[src/rtl/apple2_mem_arbiter_if.sv]
// Bus bundle between the memory arbiter, the CPU/video front ends and the RAM wrapper.
// slave = arbiter side, master = environment side.
interface apple2_mem_arbiter_if;
    logic        vid_req;
    logic [15:0] vid_addr;
    logic [7:0]  Dl;
    logic        vid_valid;
    logic        cpu_req;
    logic        cpu_we;
    logic [15:0] cpu_addr;
    logic [7:0]  cpu_wdata;
    logic [7:0]  cpu_rdata;
    logic        cpu_ack;
    logic        phi0;
    logic        ram_en;
    logic        ram_we;
    logic [15:0] ram_addr;
    logic [7:0]  ram_wdata;
    logic [7:0]  ram_rdata;
    logic        text_mode;
    logic        mix_mode;
    logic        page2;
    logic        hires_mode;

    modport slave (
        input  vid_req, vid_addr, cpu_req, cpu_we, cpu_addr, cpu_wdata, ram_rdata,
        output Dl, vid_valid, cpu_rdata, cpu_ack, phi0,
               ram_en, ram_we, ram_addr, ram_wdata,
               text_mode, mix_mode, page2, hires_mode
    );

    modport master (
        output vid_req, vid_addr, cpu_req, cpu_we, cpu_addr, cpu_wdata, ram_rdata,
        input  Dl, vid_valid, cpu_rdata, cpu_ack, phi0,
               ram_en, ram_we, ram_addr, ram_wdata,
               text_mode, mix_mode, page2, hires_mode
    );
endinterface

[src/rtl/apple2_mem_arbiter.sv]
// Apple II style time-slot RAM arbiter: video fetch in the first half of each bus cycle,
// CPU access in the second half. Define ARB_SOFTSWITCH_EN to decode $C050-$C057 as video soft switches.
module apple2_mem_arbiter #(
    parameter int HALF_CYCLES = 24
) (
    input  logic               CLOCK_50,
    input  logic               RESET_N,
    apple2_mem_arbiter_if.slave bus
);
    localparam int FULL_CYCLES = 2 * HALF_CYCLES;
    localparam int CW          = $clog2(FULL_CYCLES);
    localparam logic [CW-1:0] CNT_LAST = CW'(FULL_CYCLES - 1);
    localparam logic [CW-1:0] CNT_HALF = CW'(HALF_CYCLES);

    logic [CW-1:0] cnt;
    logic [CW-1:0] cnt_next;
    logic          vid_slot;
    logic          cpu_slot;
    logic          cpu_mem;
    logic          cpu_sw;
    logic          sw_addr;
    logic          vid_pend;
    logic          ack_rd;
    logic [7:0]    rdata_q;

    assign cnt_next = (cnt == CNT_LAST) ? '0 : cnt + CW'(1);
    assign vid_slot = (cnt == '0) && bus.vid_req;
    assign cpu_slot = (cnt == CNT_HALF) && bus.cpu_req;

`ifdef ARB_SOFTSWITCH_EN
    assign sw_addr = (bus.cpu_addr[15:3] == 13'h180A);
`else
    assign sw_addr = 1'b0;
`endif

    assign cpu_mem = cpu_slot && !sw_addr;
    assign cpu_sw  = cpu_slot && sw_addr;

    // RAM strobes are decoded straight from the slot so the access lands in the slot's first clock;
    // gating with RESET_N drops an in-flight strobe the moment reset asserts.
    always_comb begin
        bus.ram_en    = 1'b0;
        bus.ram_we    = 1'b0;
        bus.ram_addr  = 16'h0000;
        bus.ram_wdata = 8'h00;
        if (RESET_N) begin
            if (vid_slot) begin
                bus.ram_en   = 1'b1;
                bus.ram_addr = bus.vid_addr;
            end else if (cpu_mem) begin
                bus.ram_en    = 1'b1;
                bus.ram_we    = bus.cpu_we;
                bus.ram_addr  = bus.cpu_addr;
                bus.ram_wdata = bus.cpu_wdata;
            end
        end
    end

    always_ff @(posedge CLOCK_50 or negedge RESET_N) begin
        if (!RESET_N) begin
            cnt           <= '0;
            bus.phi0      <= 1'b0;
            vid_pend      <= 1'b0;
            bus.vid_valid <= 1'b0;
            bus.Dl        <= 8'h00;
            bus.cpu_ack   <= 1'b0;
            ack_rd        <= 1'b0;
            rdata_q       <= 8'h00;
        end else begin
            cnt           <= cnt_next;
            bus.phi0      <= (cnt_next >= CNT_HALF);
            vid_pend      <= vid_slot;
            bus.vid_valid <= vid_pend;
            if (vid_pend)
                bus.Dl <= bus.ram_rdata;
            bus.cpu_ack <= cpu_slot;
            ack_rd      <= cpu_mem && !bus.cpu_we;
            if (cpu_sw)
                rdata_q <= 8'h00;
            else if (ack_rd)
                rdata_q <= bus.ram_rdata;
        end
    end

    // Read data is forwarded from RAM during the ack clock so it is valid alongside cpu_ack.
    assign bus.cpu_rdata = ack_rd ? bus.ram_rdata : rdata_q;

`ifdef ARB_SOFTSWITCH_EN
    logic text_q;
    logic mix_q;
    logic page2_q;
    logic hires_q;

    always_ff @(posedge CLOCK_50 or negedge RESET_N) begin
        if (!RESET_N) begin
            text_q  <= 1'b1;
            mix_q   <= 1'b0;
            page2_q <= 1'b0;
            hires_q <= 1'b0;
        end else if (cpu_sw) begin
            case (bus.cpu_addr[2:1])
                2'b00:   text_q  <= bus.cpu_addr[0];
                2'b01:   mix_q   <= bus.cpu_addr[0];
                2'b10:   page2_q <= bus.cpu_addr[0];
                default: hires_q <= bus.cpu_addr[0];
            endcase
        end
    end

    assign bus.text_mode  = text_q;
    assign bus.mix_mode   = mix_q;
    assign bus.page2      = page2_q;
    assign bus.hires_mode = hires_q;
`else
    assign bus.text_mode  = 1'b1;
    assign bus.mix_mode   = 1'b0;
    assign bus.page2      = 1'b0;
    assign bus.hires_mode = 1'b0;
`endif

endmodule

[src/flat_wrapper.sv]
// flat-port wrapper written by rule: the top's interface ports become plain ports
module apple2_mem_arbiter_flat 
#(
    parameter int HALF_CYCLES = 24
)
  (CLOCK_50, RESET_N, bus_vid_req, bus_vid_addr, bus_cpu_req, bus_cpu_we, bus_cpu_addr, bus_cpu_wdata, bus_ram_rdata, bus_Dl, bus_vid_valid, bus_cpu_rdata, bus_cpu_ack, bus_phi0, bus_ram_en, bus_ram_we, bus_ram_addr, bus_ram_wdata, bus_text_mode, bus_mix_mode, bus_page2, bus_hires_mode);
  apple2_mem_arbiter_if bus_i ();
  input  logic CLOCK_50;
  input  logic RESET_N;
  input wire logic [$bits(bus_i.vid_req)-1:0] bus_vid_req;
  input wire logic [$bits(bus_i.vid_addr)-1:0] bus_vid_addr;
  input wire logic [$bits(bus_i.cpu_req)-1:0] bus_cpu_req;
  input wire logic [$bits(bus_i.cpu_we)-1:0] bus_cpu_we;
  input wire logic [$bits(bus_i.cpu_addr)-1:0] bus_cpu_addr;
  input wire logic [$bits(bus_i.cpu_wdata)-1:0] bus_cpu_wdata;
  input wire logic [$bits(bus_i.ram_rdata)-1:0] bus_ram_rdata;
  output wire logic [$bits(bus_i.Dl)-1:0] bus_Dl;
  output wire logic [$bits(bus_i.vid_valid)-1:0] bus_vid_valid;
  output wire logic [$bits(bus_i.cpu_rdata)-1:0] bus_cpu_rdata;
  output wire logic [$bits(bus_i.cpu_ack)-1:0] bus_cpu_ack;
  output wire logic [$bits(bus_i.phi0)-1:0] bus_phi0;
  output wire logic [$bits(bus_i.ram_en)-1:0] bus_ram_en;
  output wire logic [$bits(bus_i.ram_we)-1:0] bus_ram_we;
  output wire logic [$bits(bus_i.ram_addr)-1:0] bus_ram_addr;
  output wire logic [$bits(bus_i.ram_wdata)-1:0] bus_ram_wdata;
  output wire logic [$bits(bus_i.text_mode)-1:0] bus_text_mode;
  output wire logic [$bits(bus_i.mix_mode)-1:0] bus_mix_mode;
  output wire logic [$bits(bus_i.page2)-1:0] bus_page2;
  output wire logic [$bits(bus_i.hires_mode)-1:0] bus_hires_mode;
  assign bus_i.vid_req = bus_vid_req;
  assign bus_i.vid_addr = bus_vid_addr;
  assign bus_i.cpu_req = bus_cpu_req;
  assign bus_i.cpu_we = bus_cpu_we;
  assign bus_i.cpu_addr = bus_cpu_addr;
  assign bus_i.cpu_wdata = bus_cpu_wdata;
  assign bus_i.ram_rdata = bus_ram_rdata;
  assign bus_Dl = bus_i.Dl;
  assign bus_vid_valid = bus_i.vid_valid;
  assign bus_cpu_rdata = bus_i.cpu_rdata;
  assign bus_cpu_ack = bus_i.cpu_ack;
  assign bus_phi0 = bus_i.phi0;
  assign bus_ram_en = bus_i.ram_en;
  assign bus_ram_we = bus_i.ram_we;
  assign bus_ram_addr = bus_i.ram_addr;
  assign bus_ram_wdata = bus_i.ram_wdata;
  assign bus_text_mode = bus_i.text_mode;
  assign bus_mix_mode = bus_i.mix_mode;
  assign bus_page2 = bus_i.page2;
  assign bus_hires_mode = bus_i.hires_mode;
  apple2_mem_arbiter #(.HALF_CYCLES(HALF_CYCLES)) u_core (.CLOCK_50(CLOCK_50), .RESET_N(RESET_N), .bus(bus_i));
endmodule
[config.mk]
export PLATFORM = sky130hd
export DESIGN_NAME = apple2_mem_arbiter_flat
export DESIGN_NICKNAME = d
export VERILOG_FILES = /design/src/rtl/apple2_mem_arbiter_if.sv /design/src/rtl/apple2_mem_arbiter.sv /design/src/flat_wrapper.sv
export SDC_FILE = /design/constraint.sdc
export NUM_CORES = 1
export LEC_CHECK = 0
export BUFFER_PORTS_ARGS = -buffer_cell sky130_fd_sc_hd__buf_2
export CAP_MARGIN = 20
export CORE_UTILIZATION = 38
export CTS_CLUSTER_DIAMETER = 200
export DETAILED_ROUTE_END_ITERATION = 7
export PLACE_DENSITY = 0.77
export RECOVER_POWER = 25
export SLEW_MARGIN = 20
export SYNTH_ARGS = -nofsm -noshare
export SYNTH_HDL_FRONTEND = slang
export SYNTH_SLANG_ARGS = --single-unit
export TNS_END_PERCENT = 50
[constraint.sdc]
create_clock -name CLOCK_50 -period 1.35 [get_ports CLOCK_50]
set_input_delay 0.135 -clock CLOCK_50 [delete_from_list [all_inputs] [get_ports CLOCK_50]]
set_output_delay 0.135 -clock CLOCK_50 [all_outputs]
set_load 0.005 [all_outputs]
==> results of run 1 <==
[layout make-up]
cell class	count	area, um^2
Fill cell	328	1550
Multi-Input combinational cell	108	897
Timing Repair Buffer	123	782
Sequential cell	27	677
Tap cell	50	62.6
Clock buffer	3	41.3
Clock inverter	1	7.51
Inverter	2	7.51
[worst max-delay path, cell delays in order, from the launching register on]
cell       delay [ns]
dfrtp_1          0.40
inv_2            0.08
ha_4             0.13
and4b_2          0.32
clkbuf_16        0.18
nand3_1          0.07
a21boi_1         0.14
buf_2            0.13
[state kept, by name, indices dropped and copies added (netlist names)]
register / cells
u_core.bus.Dl: 8
u_core.rdata_q: 8
u_core.cnt: 6
u_core.ack_rd: 1
u_core.bus.cpu_ack: 1
u_core.bus.phi0: 1
u_core.bus.vid_valid: 1
u_core.vid_pend: 1
[how the worst max path moves through the flow]
stage / depth (start not counted) / start / end / slack [ns]
after detailed placement: 7 / u_core.cnt[1] / bus_ram_addr[4] / -0.20
final: 7 / u_core.cnt[0] / bus_ram_addr[4] / -0.50
after CTS: 7 / u_core.cnt[1] / bus_ram_addr[13] / -0.46
after global placement: 7 / u_core.cnt[1] / bus_ram_addr[2] / -0.14
after global routing: 7 / u_core.cnt[0] / bus_ram_addr[1] / -0.56
after floorplan: 7 / u_core.cnt[0] / bus_ram_en / -0.1
[kinds of logic (layout without fill, tap and decap cells)]
logic type / after synthesis / after routing
AND/OR/NAND/NOR: 57 / 58
AO/OA/AOI/OAI: 24 / 24
other: 2 / 4
multiplexers: 18 / 18
adder cells (fa/ha/maj): 2 / 2
flip-flops: 27 / 27
buffers and inverters: 21 / 129
XOR/XNOR: 2 / 2
[layer usage]
layer,global-route usage,up-vias,routed length (um)
met5,0,-,0
met4,0.0559,0,34
met3,0.0188,4,134
met2,0.328,44,2240
met1,0.203,732,1780
li1,-,760,-
[layout by cell type (no fill, tap or decap), types with 2 or more instances in the layout]
cell      count
a21boi_1     15
and2_4        3
and3_1        2
and3_4        7
buf_12        2
buf_2        91
buf_4        17
buf_6        11
clkbuf_8      3
conb_1        4
dfrtp_1      26
ha_4          2
inv_2         2
mux2_2       17
nand3_1      30
nand3_2       4
nor2b_1       2
o21ai_0       2
[power by group through the flow]
stage	Sequential (mW)	Clock, mW	Combinational [mW]
after global routing	0.847	0.497	0.216
after floorplan	0.856	0	0.0712
after CTS	0.844	0.469	0.194
after detailed placement	0.861	0	0.191
after global placement	0.859	0	0.189
final	0.844	0.460	0.194
[repair_timing]
item | 4_1_cts | 5_1_grt
hold buffers | 1 | 0
pin swaps | 6 | 17
gates cloned | 0 | 3
hold endpoints to repair | 1 | 0
setup endpoints to repair | 38 | 39
buffers inserted | 0 | 2
gates resized for setup | 20 | 15
[metrics by stage]
stage                     utilization  area, um^2  power, mW  cells
final                           0.614        2470       1.50    314
after global routing            0.614        2470       1.56    314
after CTS                       0.587        2360       1.51    309
after detailed placement        0.556        2240       1.05    304
after global placement          0.556        2240       1.05    304
after floorplan                     -        1650      0.928    155
==> run_results.csv, run 1 <==
group,metric,value,unit
sta,whs,0.0151,ns
pwr,clkPwrFrac,0.307,
routing,wirelength,4.19,mm
sta,rsz0062_at_grt,"true",
hold_path,min_to,"u_core.ack_rd",
worst_setup_path,r2r-end,"u_core.bus.phi0",
synth,async_flop_share,1.00,
layout,drive_gt1_frac,0.655,
worst_setup_path,cp-start-kind,"flip-flop",
synth,synthFlopType,"dfrtp_1",
floorplan,die_h,66.8,um
synth,yosysMostFrequentCell,"nand3_1",
synth,ys_warn_count,0,
floorplan,core,0.00403,mm^2
synth,synthAdderAreaFrac,0.0157,
placed_design,place_ws,-0.198,ns
routing,wl_per_cell,13.3,um
run_status,violations,"negative setup slack",
worst_setup_path,arrival,1.72,ns
placed_design,gp_congestion,0.730,
synth,synth_top_family_by_area,"simple AND/OR/NAND/NOR gates",
synth,synth_edf_count,0,
routing,drt.antenna.violating_nets,0,
cts,path_clk_slew,0.09,ns
cts,clock_latency,0.27,ns
sta,fmax,539,MHz
cts,numCtsBuffers,3,
synth,synth_simple_gate_area_frac,0.217,
cts,clock_sinks,27,
pwr,powerDensity,605,mW/mm^2
hold_path,hold_start,"bus_cpu_we",
synth,ys_ff_latch,27,
worst_setup_path,crit_required,1.22,ns
synth,syn_area,0.00160,mm^2
synth,muxShareOfSynthArea,0.127,
pwr,intPower,1.15,mW
global_route,first_global_vias,1440,
routing,vias,1540,
global_route,track_usage,0.175,
synth,synth_top_area_frac,0.423,
global_route,antenna_found_initial,0,
worst_setup_path,rr_worst_depth,6,
synth,synth_xor_area_frac,0.0110,
pwr,p_seq_frac,0.563,
sta,finalHoldViolations,0,
cts,cts-root-buf,"clkbuf_8",
cts,clockBufferDepth,2,
floorplan,start_util,0.397,
layout,area.growth.synth_to_final,54.9,%
placed_design,hpwl,3.10,mm
floorplan,die-area,0.00447,mm^2
synth,synth_cell_types,35,
run,drv_cap,0,
pwr,swShare,0.229,
pwr,ir_drop,367,uV
floorplan,row_count,23,
sta,finalCritPeriodShare,1.37,
pwr,p_sw,0.343,mW
sta,finalClockSkew,0.00552,ns
synth,yosys-top-cells-count,"nand3_1, dfrtp_1, mux2_2, a21boi_1, and3_1",
worst_setup_path,worstPathMaxFanout,7,
pwr,leakagePower,1.30,nW
routing,drt_iter0_drc,72,
floorplan,io_pins,102,
cts,htreeDepth,1,
routing,drc,0,
global_route,grt_start_max_net_pins,31,
placed_design,numPortBuffers,97,
hold_path,holdPathStages,2,
synth,synth_area_leaders,"dfrtp_1, mux2_2, nand3_1",
synth,yosys.area.top_type,"dfrtp_1",
cts,cts_tree,"yes",
sta,layout_setup_ws,-0.505,ns
layout,antennaDiodeCount,0,
floorplan,fp.dieW,66.8,um
layout,final_nets,320,
worst_setup_path,cp-end-kind,"output port",
worst_setup_path,r2r_slack,-0.14,ns
synth,postSynthAreaPerCell,10.4,um^2
run_status,status,"complete, but fails checks",
synth,synth_compound_area_frac,0.114,
routing,drt-pass1-iter-count,4,
global_route,grt_first_pass_wirelength,6.09,mm
routing,viasPerCell,4.90,
sta,fin_setup_tns,-12.62,ns
synth,synth_cells,153,
worst_setup_path,crit_type,"reg2out",
synth,ys_seq_area_frac,0.423,
sta,setup_viol,38,
worst_setup_path,worstReg2RegStart,"u_core.cnt[0]",
sta,drv_slew,0,
global_route,overflow,0,
hold_path,hold_class,"in2reg",
pwr,combPwrFrac,0.130,
sta,period_minus_slack,1.85,ns
Power figures use the tool's default switching activity.
==> run 2: changes to the inputs <==
BUFFER_PORTS_ARGS = -buffer_cell sky130_fd_sc_hd__clkbuf_2   (was -buffer_cell sky130_fd_sc_hd__buf_2)
==> run 2 against run 1 <==
The run still ends with negative setup slack left. Non-clock buffer count shrank 3. Clock skew shrank 0.0015 ns. First-iteration DRC count grew 50%. Maximum frequency shrank 1.1%. Cell area shrank 0.61%. Critical path type unchanged. Critical endpoint is now bus_ram_addr[9]. Largest cell class unchanged.
==> run_results.csv, run 2 (same netlist as run 1, synthesis figures left out) <==
group,metric,value,unit
global_route,first_global_vias,1435,
routing,drc,0,
global_route,grt_start_max_net_pins,30,
worst_setup_path,worstPathCellList,"inv_1 -> ha_2 -> and4b_2 -> buf_6 -> nand3_1 -> a21boi_1 -> buf_2",
sta,fmax,533,MHz
sta,layout_setup_ws,-0.526,ns
worst_setup_path,crit_required,1.22,ns
sta,rsz0062_at_grt,"true",
cts,htreeDepth,1,
routing,drt_iter0_drc,108,
routing,drt.antenna.violating_nets,0,
global_route,overflow,0,
cts,path_clk_slew,0.09,ns
worst_setup_path,crit_type,"reg2out",
run_status,violations,"negative setup slack",
routing,viasPerCell,5.02,
cts,cts-root-buf,"clkbuf_8",
placed_design,gp_congestion,0.759,
layout,layout_common_cells,"clkbuf_2, dfrtp_1, nand3_1, buf_4, mux2_2",
layout,reg.largest.list,"u_core.bus.Dl (8), u_core.rdata_q (8), u_core.cnt (6)",
routing,wirelength,4.43,mm
placed_design,numPortBuffers,97,
floorplan,die_h,66.8,um
layout,drive_gt1_frac,0.670,
cts,clock_latency,0.27,ns
worst_setup_path,cp-end-kind,"output port",
hold_path,hold_class,"in2reg",
global_route,grt_first_pass_wirelength,6.38,mm
floorplan,core,0.00403,mm^2
worst_setup_path,arrival,1.74,ns
floorplan,fp.dieW,66.8,um
sta,setup_viol,38,
global_route,antenna_found_initial,0,
layout,final_nets,317,
sta,period_minus_slack,1.88,ns
sta,finalHoldViolations,0,
layout,area.growth.synth_to_final,54.0,%
cts,numCtsBuffers,3,
pwr,ir_drop,332,uV
sta,fin_setup_tns,-12.53,ns
placed_design,hpwl,3.23,mm
worst_setup_path,cp-start-kind,"flip-flop",
cts,clock_sinks,27,
worst_setup_path,worstPathMaxFanout,8,
routing,drt-pass1-iter-count,4,
cts,cts_tree,"yes",
routing,wl_per_cell,14.2,um
floorplan,io_pins,102,
floorplan,die-area,0.00447,mm^2
floorplan,row_count,23,
cts,clockBufferDepth,2,
run,drv_cap,0,
layout,instances_no_fill,311,
pwr,powerDensity,601,mW/mm^2
floorplan,start_util,0.397,
sta,drv_slew,0,
global_route,track_usage,0.185,
worst_setup_path,critPathSlowestCell,"dfrtp_1",
layout,final_core_util,0.611,
sta,whs,0.0284,ns
placed_design,dp_cells,304,
sta,finalCritPeriodShare,1.39,
pwr,finalPower,1.48,mW
routing,vias,1560,
sta,finalClockSkew,0.00407,ns
layout,fillers,334,
pwr,leakagePower,1.28,nW
run_status,status,"complete, but fails checks",
layout,antennaDiodeCount,0,
layout,final_common_cell,"clkbuf_2",
worst_setup_path,critical_path.max_stage_delay,0.39,ns
run 2: cell count changes in the layout (fill, tap and decap cells not counted), sizes merged:
cell / change
buf: -81
clkbuf: +79
clkinvlp: -1
run 2: through the flow:
stage / cell area [um^2] / setup WS (ns)
global route: 2460 / -0.580
CTS: 2350 / -0.463
global placement: 2240 / -0.144
detailed placement: 2240 / -0.213
floorplan: 1650 / -0.0998
finish: 2460 / -0.526
run 2: what timing repair did:
| action | in CTS | in global routing |
|---|---|---|
| hold endpoints to repair | 1 | 0 |
| hold buffers | 1 | 0 |
| gates resized for setup | 19 | 33 |
| gates cloned | 1 | 0 |
| buffers inserted | 0 | 1 |
| endpoints found under the setup margin | 38 | 39 |
| pin swaps | 19 | 14 |
run 2: final cells by class:
cell class                 instances  area (um^2)  share of cell area
clock buffer                       4         45.0              0.0183
timing repair buffer             120          734               0.299
inverter                           2         7.51             0.00305
tap                               50         62.6              0.0254
multi-input combinational        108          933               0.379
sequential                        27          677               0.275
run 2: power breakdown:
part	internal (mW)	switching [mW]
registers	0.831	0.0136
logic	0.112	0.0825
clock network	0.211	0.228
total	1.15	0.324
run 2: critical path: cells and delay by family, from the launching register on:
| kind | cells | cell delay (ns) |
|---|---|---|
| buffers and inverters | 3 | 0.37 |
| and+or+nand+nor | 2 | 0.38 |
| adders and majority gates | 1 | 0.17 |
| DFF | 1 | 0.39 |
| AOI/OAI and AO/OA | 1 | 0.16 |
run 2: routing by layer:
metal,wire (um),part of all wire,track usage,up-vias
li1,-,-,-,756
met1,1800,0.41,0.223,758
met2,2460,0.55,0.341,40
met3,121,0.027,0.0291,6
met4,56,0.013,0.0372,0
met5,0,0,0,-
run 2: worst paths after layout:
path / slack, ns / cells past startpoint / endpoint / startpoint
max: -0.53 / 7 / bus_ram_addr[9] / u_core.cnt[1]
min: 0.03 / 2 / u_core.ack_rd / bus_cpu_we
max reg2reg: -0.12 / 6 / u_core.bus.phi0 / u_core.cnt[0]
min reg2reg: 0.50 / 1 / u_core.rdata_q[6] / u_core.rdata_q[6]
max in group asynchronous: 0.69 / 2 / u_core.vid_pend / RESET_N
min in group asynchronous: 0.17 / 2 / u_core.cnt[1] / RESET_N
==> run 3: changes to the inputs <==
GPL_TIMING_DRIVEN = 0   (was unset)
==> run 3 against run 2 <==
The run ends with negative hold slack, negative setup slack left. Clock skew is 0.0023 ns higher. Flip-flop and latch count stayed put. Combinational power is 15% higher. Power is 3.7% higher. Clock power is 6.2% higher. Largest cell class unchanged.
==> run_results.csv, run 3 (same netlist as run 1, synthesis figures left out) <==
group,metric,value,unit
run_status,status,"complete, but fails checks",
run_status,violations,"negative hold slack, negative setup slack",
global_route,grt_first_pass_wirelength,6.06,mm
sta,finalCritPeriodShare,1.39,
floorplan,core,0.00403,mm^2
routing,vias,1568,
global_route,antenna_found_initial,0,
routing,viasPerCell,4.88,
layout,reg.largest.list,"u_core.bus.Dl (8), u_core.rdata_q (8), u_core.cnt (6)",
floorplan,die_h,66.8,um
cts,numCtsBuffers,3,
worst_setup_path,crit_required,1.22,ns
global_route,met3_usage,0.0377,
pwr,intPower,1.17,mW
pwr,combPwrFrac,0.147,
worst_setup_path,critPathTopFamily,"simple AND/OR/NAND/NOR gates",
sta,finalClockSkew,0.00635,ns
floorplan,die-area,0.00447,mm^2
pwr,leakagePower,1.33,nW
global_route,grt_start_max_net_pins,36,
sta,rsz0062_at_grt,"true",
sta,fmax,532,MHz
routing,wirelength,4.37,mm
pwr,swShare,0.236,
pwr,ir_drop,497,uV
worst_setup_path,critical_path.max_stage_delay,0.38,ns
routing,drt-pass1-iter-count,4,
floorplan,row_count,23,
cts,clockBufferDepth,2,
global_route,track_usage,0.177,
worst_setup_path,cp.depth,8,
sta,layout_setup_ws,-0.531,ns
worst_setup_path,startpoint,"u_core.cnt[0]",
layout,drive_gt1_frac,0.646,
layout,final_core_util,0.631,
routing,drt_iter0_drc,50,
cts,clock_latency,0.28,ns
worst_setup_path,path_buf_inv,4,
layout,antennaDiodeCount,0,
sta,fin_setup_tns,-13.00,ns
worst_setup_path,crit_path_frequent_cell,"buf_6",
layout,layout_common_cells,"clkbuf_2, nand3_1, dfrtp_1, mux2_2",
floorplan,io_pins,102,
cts,clock_sinks,27,
worst_setup_path,worstPathCellList,"inv_1 -> ha_2 -> and4b_1 -> buf_6 -> and2_4 -> buf_4 -> and3_4 -> buf_6",
placed_design,gp_congestion,0.778,
global_route,top_usage_layer,"met2",
worst_setup_path,critPathSlowestCell,"dfrtp_1",
worst_setup_path,rr_worst_depth,6,
layout,final_nets,327,
global_route,first_global_vias,1373,
run,drv_cap,0,
worst_setup_path,cp-start-kind,"flip-flop",
routing,wl_per_cell,13.6,um
layout,final_common_cell,"clkbuf_2",
sta,whs,-0.0795,ns
global_route,met1_usage,0.195,
sta,period_minus_slack,1.88,ns
pwr,powerDensity,603,mW/mm^2
placed_design,dp_cells,302,
worst_setup_path,worstPathMaxFanout,5,
sta,finalHoldViolations,27,
placed_design,numPortBuffers,97,
layout,area.growth.synth_to_final,59.1,%
cts,cts_tree,"yes",
worst_setup_path,r2r-end,"u_core.bus.phi0",
cts,cts-root-buf,"clkbuf_8",
floorplan,start_util,0.397,
sta,tightest_slew,0.786,ns
global_route,grt_util_met2,0.340,
hold_path,hold_class,"in2async",
worst_setup_path,worstReg2RegStart,"u_core.cnt[0]",
pwr,p_seq_frac,0.549,
floorplan,fp.dieW,66.8,um
routing,drc,0,
layout,instances_no_fill,321,
worst_setup_path,r2r_slack,-0.14,ns
worst_setup_path,arrival,1.75,ns
pwr,finalPower,1.53,mW
placed_design,hpwl,3.07,mm
cts,path_clk_slew,0.10,ns
global_route,overflow,0,
sta,slew_headroom,0.476,
pwr,p_sw,0.361,mW
pwr,clkPwrFrac,0.304,
cts,htreeDepth,1,
worst_setup_path,crit_type,"reg2out",
sta,drv_slew,0,
worst_setup_path,worstSetupEndpoint,"bus_ram_wdata[7]",
routing,drt.antenna.violating_nets,0,
sta,setup_viol,38,
worst_setup_path,cp-end-kind,"output port",
placed_design,place_ws,-0.339,ns
-- run 3: cell types whose count changed in the layout (fill, tap and decap cells not counted), moves of 2 or more --
cell,before,now
nand3_1,25,28
buf_6,9,17
a21boi_2,3,0
buf_8,0,3
mux2_2,16,18
clkbuf_1,1,3
nand3_2,8,6
a21boi_1,13,16
mux2_4,2,0
-- run 3: power by group through the flow --
stage	clock, mW	sequential (mW)	combinational (mW)
3_3_place_gp	0	0.855	0.194
2_1_floorplan	0	0.856	0.0712
5_1_grt	0.523	0.843	0.247
4_1_cts	0.482	0.841	0.204
6_report	0.466	0.841	0.225
3_5_place_dp	0	0.858	0.198
-- run 3: worst min-delay path by stage --
stage	to	depth (start not counted)	from	slack [ns]
2_1_floorplan	u_core.ack_rd	0	RESET_N	-0.16
3_3_place_gp	u_core.rdata_q[5]	1	RESET_N	0.24
3_5_place_dp	u_core.rdata_q[5]	1	RESET_N	0.24
4_1_cts	u_core.rdata_q[5]	1	RESET_N	-0.06
5_1_grt	u_core.rdata_q[5]	1	RESET_N	-0.04
6_report	u_core.rdata_q[5]	1	RESET_N	-0.08
-- run 3: cell type report --
type                    instances  area [um^2]
plain buffers                  18          165
clock buffers                   3         41.3
clock inverters                 1         7.51
fillers                       334         1490
inverters                       2         7.51
multi-input cells             107          882
flip-flops and latches         27          676
well taps                      50         62.6
repair buffers                113          701
-- run 3: worst reg2reg max path: stages, from the launching register on --
cell and delay, ns:
dfrtp_1 0.38, buf_4 0.13, buf_6 0.12, ha_4 0.16, and2_4 0.15, a41o_1 0.18
a211o_2 0.26
-- run 3: timing repair --
action                                 in CTS  in global routing
gates cloned                                1                  1
setup endpoints to repair                  38                 38
endpoints found under the hold margin      27                 27
resized for setup                          23                 33
setup buffers                               8                  6
pin swaps                                   9                 15
-- run 3: per-stage QoR --
stage | hold slack, ns | area [um^2]
5_1_grt | -0.0381 | 2540
4_1_cts | -0.0633 | 2370
2_1_floorplan | -0.161 | 1650
3_5_place_dp | 0.244 | 2200
6_report | -0.0795 | 2540
3_3_place_gp | 0.242 | 2200
-- run 3: metal layers --
metal	up-vias	wire [um]
met5	-	0
met3	6	146
met1	756	1690
met2	35	2480
li1	771	-
met4	0	48
